==> config.mk <==
export PLATFORM = sky130hd
export DESIGN_NAME = layer_scheduler
export DESIGN_NICKNAME = d
export VERILOG_FILES = /design/src/rtl/accel_sched_pkg.sv /design/src/rtl/sched_item_counter.sv /design/src/rtl/layer_scheduler.sv
export SDC_FILE = /design/constraint.sdc
export NUM_CORES = 1
export LEC_CHECK = 0
export CORE_MARGIN = 2
export CORE_UTILIZATION = 41
export DETAILED_ROUTE_END_ITERATION = 16
export GPL_TIMING_DRIVEN = 0
export PLACE_DENSITY = 0.76
export SLEW_MARGIN = 20
export SYNTH_ARGS = -nofsm -noshare
export SYNTH_HDL_FRONTEND = slang
export SYNTH_SLANG_ARGS = --single-unit
export TNS_END_PERCENT = 5
==> constraint.sdc <==
create_clock -name clk -period 2.04 [get_ports clk]
set_input_delay 0.306 -clock clk [delete_from_list [all_inputs] [get_ports clk]]
set_output_delay 0.306 -clock clk [all_outputs]
set_load 0.005 [all_outputs]
==> src/rtl/accel_sched_pkg.sv <==
// rtl/accel_sched_pkg.sv - shared state encoding, width defaults and debug state codes for the layer scheduler
package accel_sched_pkg;

    localparam int SCHED_LAYER_W = 4;
    localparam int SCHED_TILE_W  = 6;
    localparam int SCHED_WDOG_W  = 16;

    typedef enum logic [2:0] {
        ST_IDLE  = 3'd0,
        ST_LOAD  = 3'd1,
        ST_ISSUE = 3'd2,
        ST_WAIT  = 3'd3,
        ST_NEXT  = 3'd4,
        ST_DONE  = 3'd5,
        ST_ERR   = 3'd6
    } sched_state_t;

    // Status-register view of the state output
    localparam logic [2:0] SCHED_ST_IDLE  = 3'd0;
    localparam logic [2:0] SCHED_ST_LOAD  = 3'd1;
    localparam logic [2:0] SCHED_ST_ISSUE = 3'd2;
    localparam logic [2:0] SCHED_ST_WAIT  = 3'd3;
    localparam logic [2:0] SCHED_ST_NEXT  = 3'd4;
    localparam logic [2:0] SCHED_ST_DONE  = 3'd5;
    localparam logic [2:0] SCHED_ST_ERR   = 3'd6;

endpackage

==> src/rtl/sched_item_counter.sv <==
// rtl/sched_item_counter.sv - nested tile/layer index counter stepped once per completed work item
module sched_item_counter #(
    parameter int LAYER_W = 4,
    parameter int TILE_W  = 6
) (
    input  logic               clk,
    input  logic               rst_n,
    input  logic               clear,
    input  logic               step,
    input  logic [LAYER_W-1:0] num_layers,
    input  logic [TILE_W-1:0]  num_tiles,
    output logic [LAYER_W-1:0] layer_idx,
    output logic [TILE_W-1:0]  tile_idx,
    output logic               tile_last,
    output logic               layer_last
);

    logic [LAYER_W-1:0] layer_idx_q, layer_idx_d;
    logic [TILE_W-1:0]  tile_idx_q,  tile_idx_d;

    assign tile_last  = (tile_idx_q  == num_tiles  - TILE_W'(1));
    assign layer_last = (layer_idx_q == num_layers - LAYER_W'(1));

    // On the final item the layer index stays put so the last layer remains visible
    always_comb begin
        layer_idx_d = layer_idx_q;
        tile_idx_d  = tile_idx_q;
        if (clear) begin
            layer_idx_d = '0;
            tile_idx_d  = '0;
        end else if (step) begin
            if (tile_last) begin
                tile_idx_d = '0;
                if (!layer_last) begin
                    layer_idx_d = layer_idx_q + LAYER_W'(1);
                end
            end else begin
                tile_idx_d = tile_idx_q + TILE_W'(1);
            end
        end
    end

    always_ff @(posedge clk or negedge rst_n) begin
        if (!rst_n) begin
            layer_idx_q <= '0;
            tile_idx_q  <= '0;
        end else begin
            layer_idx_q <= layer_idx_d;
            tile_idx_q  <= tile_idx_d;
        end
    end

    assign layer_idx = layer_idx_q;
    assign tile_idx  = tile_idx_q;

endmodule

==> src/rtl/layer_scheduler.sv <==
// rtl/layer_scheduler.sv - layer x tile work-item sequencer for the compute engine
// Optional WAIT-state watchdog enabled by defining SCHED_WATCHDOG_EN.
module layer_scheduler
    import accel_sched_pkg::*;
#(
    parameter int LAYER_W = SCHED_LAYER_W,
    parameter int TILE_W  = SCHED_TILE_W,
    parameter int WDOG_W  = SCHED_WDOG_W
) (
    input  logic               clk,
    input  logic               rst_n,
    input  logic               start,
    input  logic               abort,
    input  logic [LAYER_W-1:0] cfg_layers,
    input  logic [TILE_W-1:0]  cfg_tiles,
    input  logic [WDOG_W-1:0]  wdog_limit,
    output logic               eng_start,
    input  logic               eng_finish,
    output logic [LAYER_W-1:0] layer_idx,
    output logic [TILE_W-1:0]  tile_idx,
    output logic               busy,
    output logic               done,
    output logic               err,
    output logic [2:0]         state
);

    sched_state_t       state_q, state_d;
    logic [LAYER_W-1:0] layers_q, layers_d;
    logic [TILE_W-1:0]  tiles_q, tiles_d;
    logic               eng_start_q, eng_start_d;
    logic               done_q, done_d;
    logic               busy_q, busy_d;
    logic               cnt_clear, cnt_step;
    logic               tile_last, layer_last;

`ifdef SCHED_WATCHDOG_EN
    logic [WDOG_W-1:0]  wdog_cnt_q, wdog_cnt_d;
    logic [WDOG_W-1:0]  wdog_limit_q, wdog_limit_d;
    logic               err_q, err_d;
    logic               wdog_hit;

    assign wdog_hit = (wdog_limit_q != '0) && ((wdog_cnt_q + WDOG_W'(1)) == wdog_limit_q);
    assign err      = err_q;
`else
    logic unused_wdog_limit;

    assign unused_wdog_limit = ^wdog_limit;
    assign err               = 1'b0;
`endif

    sched_item_counter #(
        .LAYER_W (LAYER_W),
        .TILE_W  (TILE_W)
    ) u_item_counter (
        .clk        (clk),
        .rst_n      (rst_n),
        .clear      (cnt_clear),
        .step       (cnt_step),
        .num_layers (layers_q),
        .num_tiles  (tiles_q),
        .layer_idx  (layer_idx),
        .tile_idx   (tile_idx),
        .tile_last  (tile_last),
        .layer_last (layer_last)
    );

    always_comb begin
        state_d   = state_q;
        layers_d  = layers_q;
        tiles_d   = tiles_q;
        cnt_clear = 1'b0;
        cnt_step  = 1'b0;
`ifdef SCHED_WATCHDOG_EN
        wdog_limit_d = wdog_limit_q;
        err_d        = err_q;
        wdog_cnt_d   = wdog_cnt_q;
        if (state_q == ST_ISSUE) begin
            wdog_cnt_d = '0;
        end else if (state_q == ST_WAIT && wdog_cnt_q != '1) begin
            wdog_cnt_d = wdog_cnt_q + WDOG_W'(1);
        end
`endif
        case (state_q)
            ST_IDLE: begin
                if (start) begin
                    layers_d  = cfg_layers;
                    tiles_d   = cfg_tiles;
                    cnt_clear = 1'b1;
                    state_d   = ST_LOAD;
`ifdef SCHED_WATCHDOG_EN
                    wdog_limit_d = wdog_limit;
                    err_d        = 1'b0;
`endif
                end
            end
            ST_LOAD: begin
                if (layers_q == '0 || tiles_q == '0) begin
                    state_d = ST_DONE;
                end else begin
                    state_d = ST_ISSUE;
                end
            end
            ST_ISSUE: state_d = ST_WAIT;
            ST_WAIT: begin
                if (eng_finish) begin
                    state_d = ST_NEXT;
                end
`ifdef SCHED_WATCHDOG_EN
                else if (wdog_hit) begin
                    state_d = ST_ERR;
                    err_d   = 1'b1;
                end
`endif
            end
            ST_NEXT: begin
                cnt_step = 1'b1;
                state_d  = (tile_last && layer_last) ? ST_DONE : ST_ISSUE;
            end
            ST_DONE: state_d = ST_IDLE;
            ST_ERR:  state_d = ST_ERR;
            default: state_d = ST_IDLE;
        endcase

        // Abort overrides everything decided above except the sticky error
        if (abort) begin
            state_d   = ST_IDLE;
            layers_d  = layers_q;
            tiles_d   = tiles_q;
            cnt_clear = 1'b0;
            cnt_step  = 1'b0;
`ifdef SCHED_WATCHDOG_EN
            wdog_limit_d = wdog_limit_q;
            err_d        = err_q;
`endif
        end

        eng_start_d = (state_d == ST_ISSUE);
        done_d      = (state_d == ST_DONE);
        busy_d      = (state_d != ST_IDLE);
    end

    always_ff @(posedge clk or negedge rst_n) begin
        if (!rst_n) begin
            state_q     <= ST_IDLE;
            layers_q    <= '0;
            tiles_q     <= '0;
            eng_start_q <= 1'b0;
            done_q      <= 1'b0;
            busy_q      <= 1'b0;
`ifdef SCHED_WATCHDOG_EN
            wdog_cnt_q   <= '0;
            wdog_limit_q <= '0;
            err_q        <= 1'b0;
`endif
        end else begin
            state_q     <= state_d;
            layers_q    <= layers_d;
            tiles_q     <= tiles_d;
            eng_start_q <= eng_start_d;
            done_q      <= done_d;
            busy_q      <= busy_d;
`ifdef SCHED_WATCHDOG_EN
            wdog_cnt_q   <= wdog_cnt_d;
            wdog_limit_q <= wdog_limit_d;
            err_q        <= err_d;
`endif
        end
    end

    assign eng_start = eng_start_q;
    assign done      = done_q;
    assign busy      = busy_q;
    assign state     = state_q;

endmodule

==> reports/metrics.yaml <==
status: "finished, violations left"
violations: "negative setup slack"
initial_core_util: 0.420
grt_max_degree: 27
fin_skew_ps: 6.76
grtUsageTotal: 0.166
syn-instance-count: 173
coreArea_um2: 3610
synth_compound_area_frac: 0.135
cp_cell_sequence: "nor3_4, and3_1, o2111ai_2, a211o_1, or4_4, a21oi_2"
slew_headroom: 0.592
synth_mux_area_frac: 0.0264
wirelength_um: 3530
overflow: 0
end_kind: "flip-flop"
synth_top_family_by_area: "simple AND/OR/NAND/NOR gates"
fmax_mhz: 461
yosysUniqueCellTypes: 38
critPathSlowestCell: "or4_4"
synth_edf_count: 0
first_global_vias: 1147
synthAdderAreaFrac: 0.0495
die_h_um: 64.8
power.density_nw_per_um2: 1320
crit_fanout: 6
hold_path_class: "in2async"
wire_per_inst_um: 13.6
routabilityCongestion: 0.808
cp.required_ps: 2250
cts.sinks: 26
setup_ws_ps: -131
worst_setup_path_start_kind: "flip-flop"
instances_no_fill: 259
numPortBuffers: 29
dieArea_um2: 4200
cts_buffers: 3
syn_area_um2: 1520
clk_latency_ps: 280
whs_ps: 11.1
critical_path_class: "reg2reg"
seq_area_frac_synth: 0.429
synthSimpleGateAreaFrac: 0.231
hold_viol: 0
maxCapViolCount: 0
dp_cells: 250
leakage_nw: 0.878
ys_ff_latch: 26
first_iter_violations: 47
viasPerCell: 5.19
synth-xor-area-share: 0.0809
syn_nets: 210
ys.flop_type: "dfrtp_1"
first_pass_iters: 4
finalSetupViolCount: 5
drc_errors: 0
rows: 22
cts_buffer_depth: 2
arrival_ps: 2380
post-place-ws_ps: -262
num_vias: 1343
grt_pass1_wl_um: 5380
finalCritPeriodShare: 1.06
final_util: 0.567
ant_nets: 0
dp_hpwl_um: 2410
synthArstFlopShare: 1.00
h-tree-depth: 1
yosysWarningCount: 0
tightest_slew_ps: 607
antenna_found_initial: 0
fin_nets: 249
clockRootBuffer: "clkbuf_8"
fp.dieW_um: 64.8
fin_crit_ps: 2170
cp_slowest_stage_delay_ps: 550
path_buf_inv: 0
ir_drop_v: 0.000483
clkTransAtPathRegs_ps: 100
syn-mean-instance-area_um2: 8.76
ios: 48
finalMaxSlewViolations: 0
antenna_cells: 0
crit_family: "simple AND/OR/NAND/NOR gates"
drive_gt1_frac: 0.142
cts_tree: "done"
power_w: 0.00270
synthToLayoutAreaGrowth_pct: 34.9
rsz0062_at_grt: "yes"
==> path summary, 6_finish.rpt <==
path                       cells after the start               startpoint                                      end  slack, ps
min                                            1                    rst_n                   tiles_q[0]$_DFFE_PN0P_         10
min reg2reg                                    2  layers_q[3]$_DFFE_PN0P_                  layers_q[3]$_DFFE_PN0P_        530
max in group asynchronous                      1                    rst_n                   tiles_q[2]$_DFFE_PN0P_       1590
max                                            6   tiles_q[2]$_DFFE_PN0P_  u_item_counter.layer_idx[3]$_DFFE_PN0P_       -130
max reg2reg                                    6   tiles_q[2]$_DFFE_PN0P_  u_item_counter.layer_idx[3]$_DFFE_PN0P_       -130
min in group clk                               3                    abort                           busy$_DFF_PN0_        520
==> registers in the layout, summed over array words and instances, names as in the netlist <==
name                      cells
tiles_q                       6
u_item_counter.tile_idx       6
layers_q                      4
u_item_counter.layer_idx      4
state                         3
busy                          1
done                          1
eng_start                     1
==> power breakdown <==
| part | total [W] | switching (W) | internal [W] | leakage (nW) |
|---|---|---|---|---|
| Combinational | 0.00136 | 0.000695 | 0.000669 | 0.509 |
| Sequential | 0.000898 | 0.000200 | 0.000698 | 0.333 |
| Clock | 0.000438 | 0.000176 | 0.000263 | 0.0357 |
==> metal layers <==
metal | GRT usage | share of wire | routed length, µm
met1 | 0.224 | 0.45 | 1600
met2 | 0.267 | 0.50 | 1760
met3 | 0.0278 | 0.039 | 136
met4 | 0.0585 | 0.0082 | 29
met5 | 0 | 0 | 0
==> cell families after synthesis <==
| kind of cell | after synthesis |
|---|---|
| flip-flops | 26 |
| buffers and inverters | 16 |
| XOR/XNOR | 14 |
| AO/OA/AOI/OAI | 33 |
| other | 1 |
| adder cells (fa/ha/maj) | 6 |
| multiplexers | 4 |
| AND/OR/NAND/NOR | 73 |
==> metrics by stage <==
stage          setup TNS, ps  instance area (µm²)
2_1_floorplan              0                 1520
3_3_place_gp           -2710                 1870
3_5_place_dp           -2920                 1860
4_1_cts                 -557                 1960
5_1_grt                -1170                 2040
6_report                -265                 2040
==> final cells by class <==
type,instances,area (µm²)
plain buffers,8,45.0
clock buffers,3,41.3
clock inverters,1,30.0
fillers,337,1560
inverters,8,30.0
multi-input cells,131,863
flip-flops and latches,26,652
well taps,48,60.1
repair buffers,34,323
==> synth_stat cells, types with 3 or more instances <==
cell	n	area, µm²
nand2_1	35	131
dfrtp_1	26	651
o21ai_0	12	60.1
inv_1	8	30.0
nand3_1	8	40.0
nor2_1	8	30.0
xor2_1	8	70.1
a21oi_1	6	30.0
ha_1	6	75.1
xnor2_1	6	52.6
clkbuf_1	4	15.0
mux2i_1	4	40.0
nand2b_1	4	25.0
nor3_1	4	20.0
a31oi_1	3	18.8
buf_2	3	15.0
==> repair_timing <==
action                     CTS  global route
resized for setup            3            18
setup buffers                2             3
hold buffers                 0             0
setup endpoints to repair   12            20
pin swaps                    0             7
==> layout by cell type (no fill, tap or decap), drive strengths merged <==
cell type and count:
nand3 8, o21ai 13, nand2b 4, a21boi 1, a31oi 3, clkbuf 7, nand4 1, a211oi 1
o22ai 1, dfrtp 26, o21bai 1, conb 1, o31ai 1, bufinv 1, nor3 5, a21oi 6
xor2 8, and2 1, a32o 2, o2111ai 1, nand2 35, clkdlybuf4s50 28, nor3b 1, and3 2
a211o 2, a32oi 1, nor2 9, buf 10, nand3b 2, xnor2 6, or4 2, or3 2
ha 6, mux2i 4, nor4 1, inv 8
No activity file was read; power rests on OpenSTA's default activity.
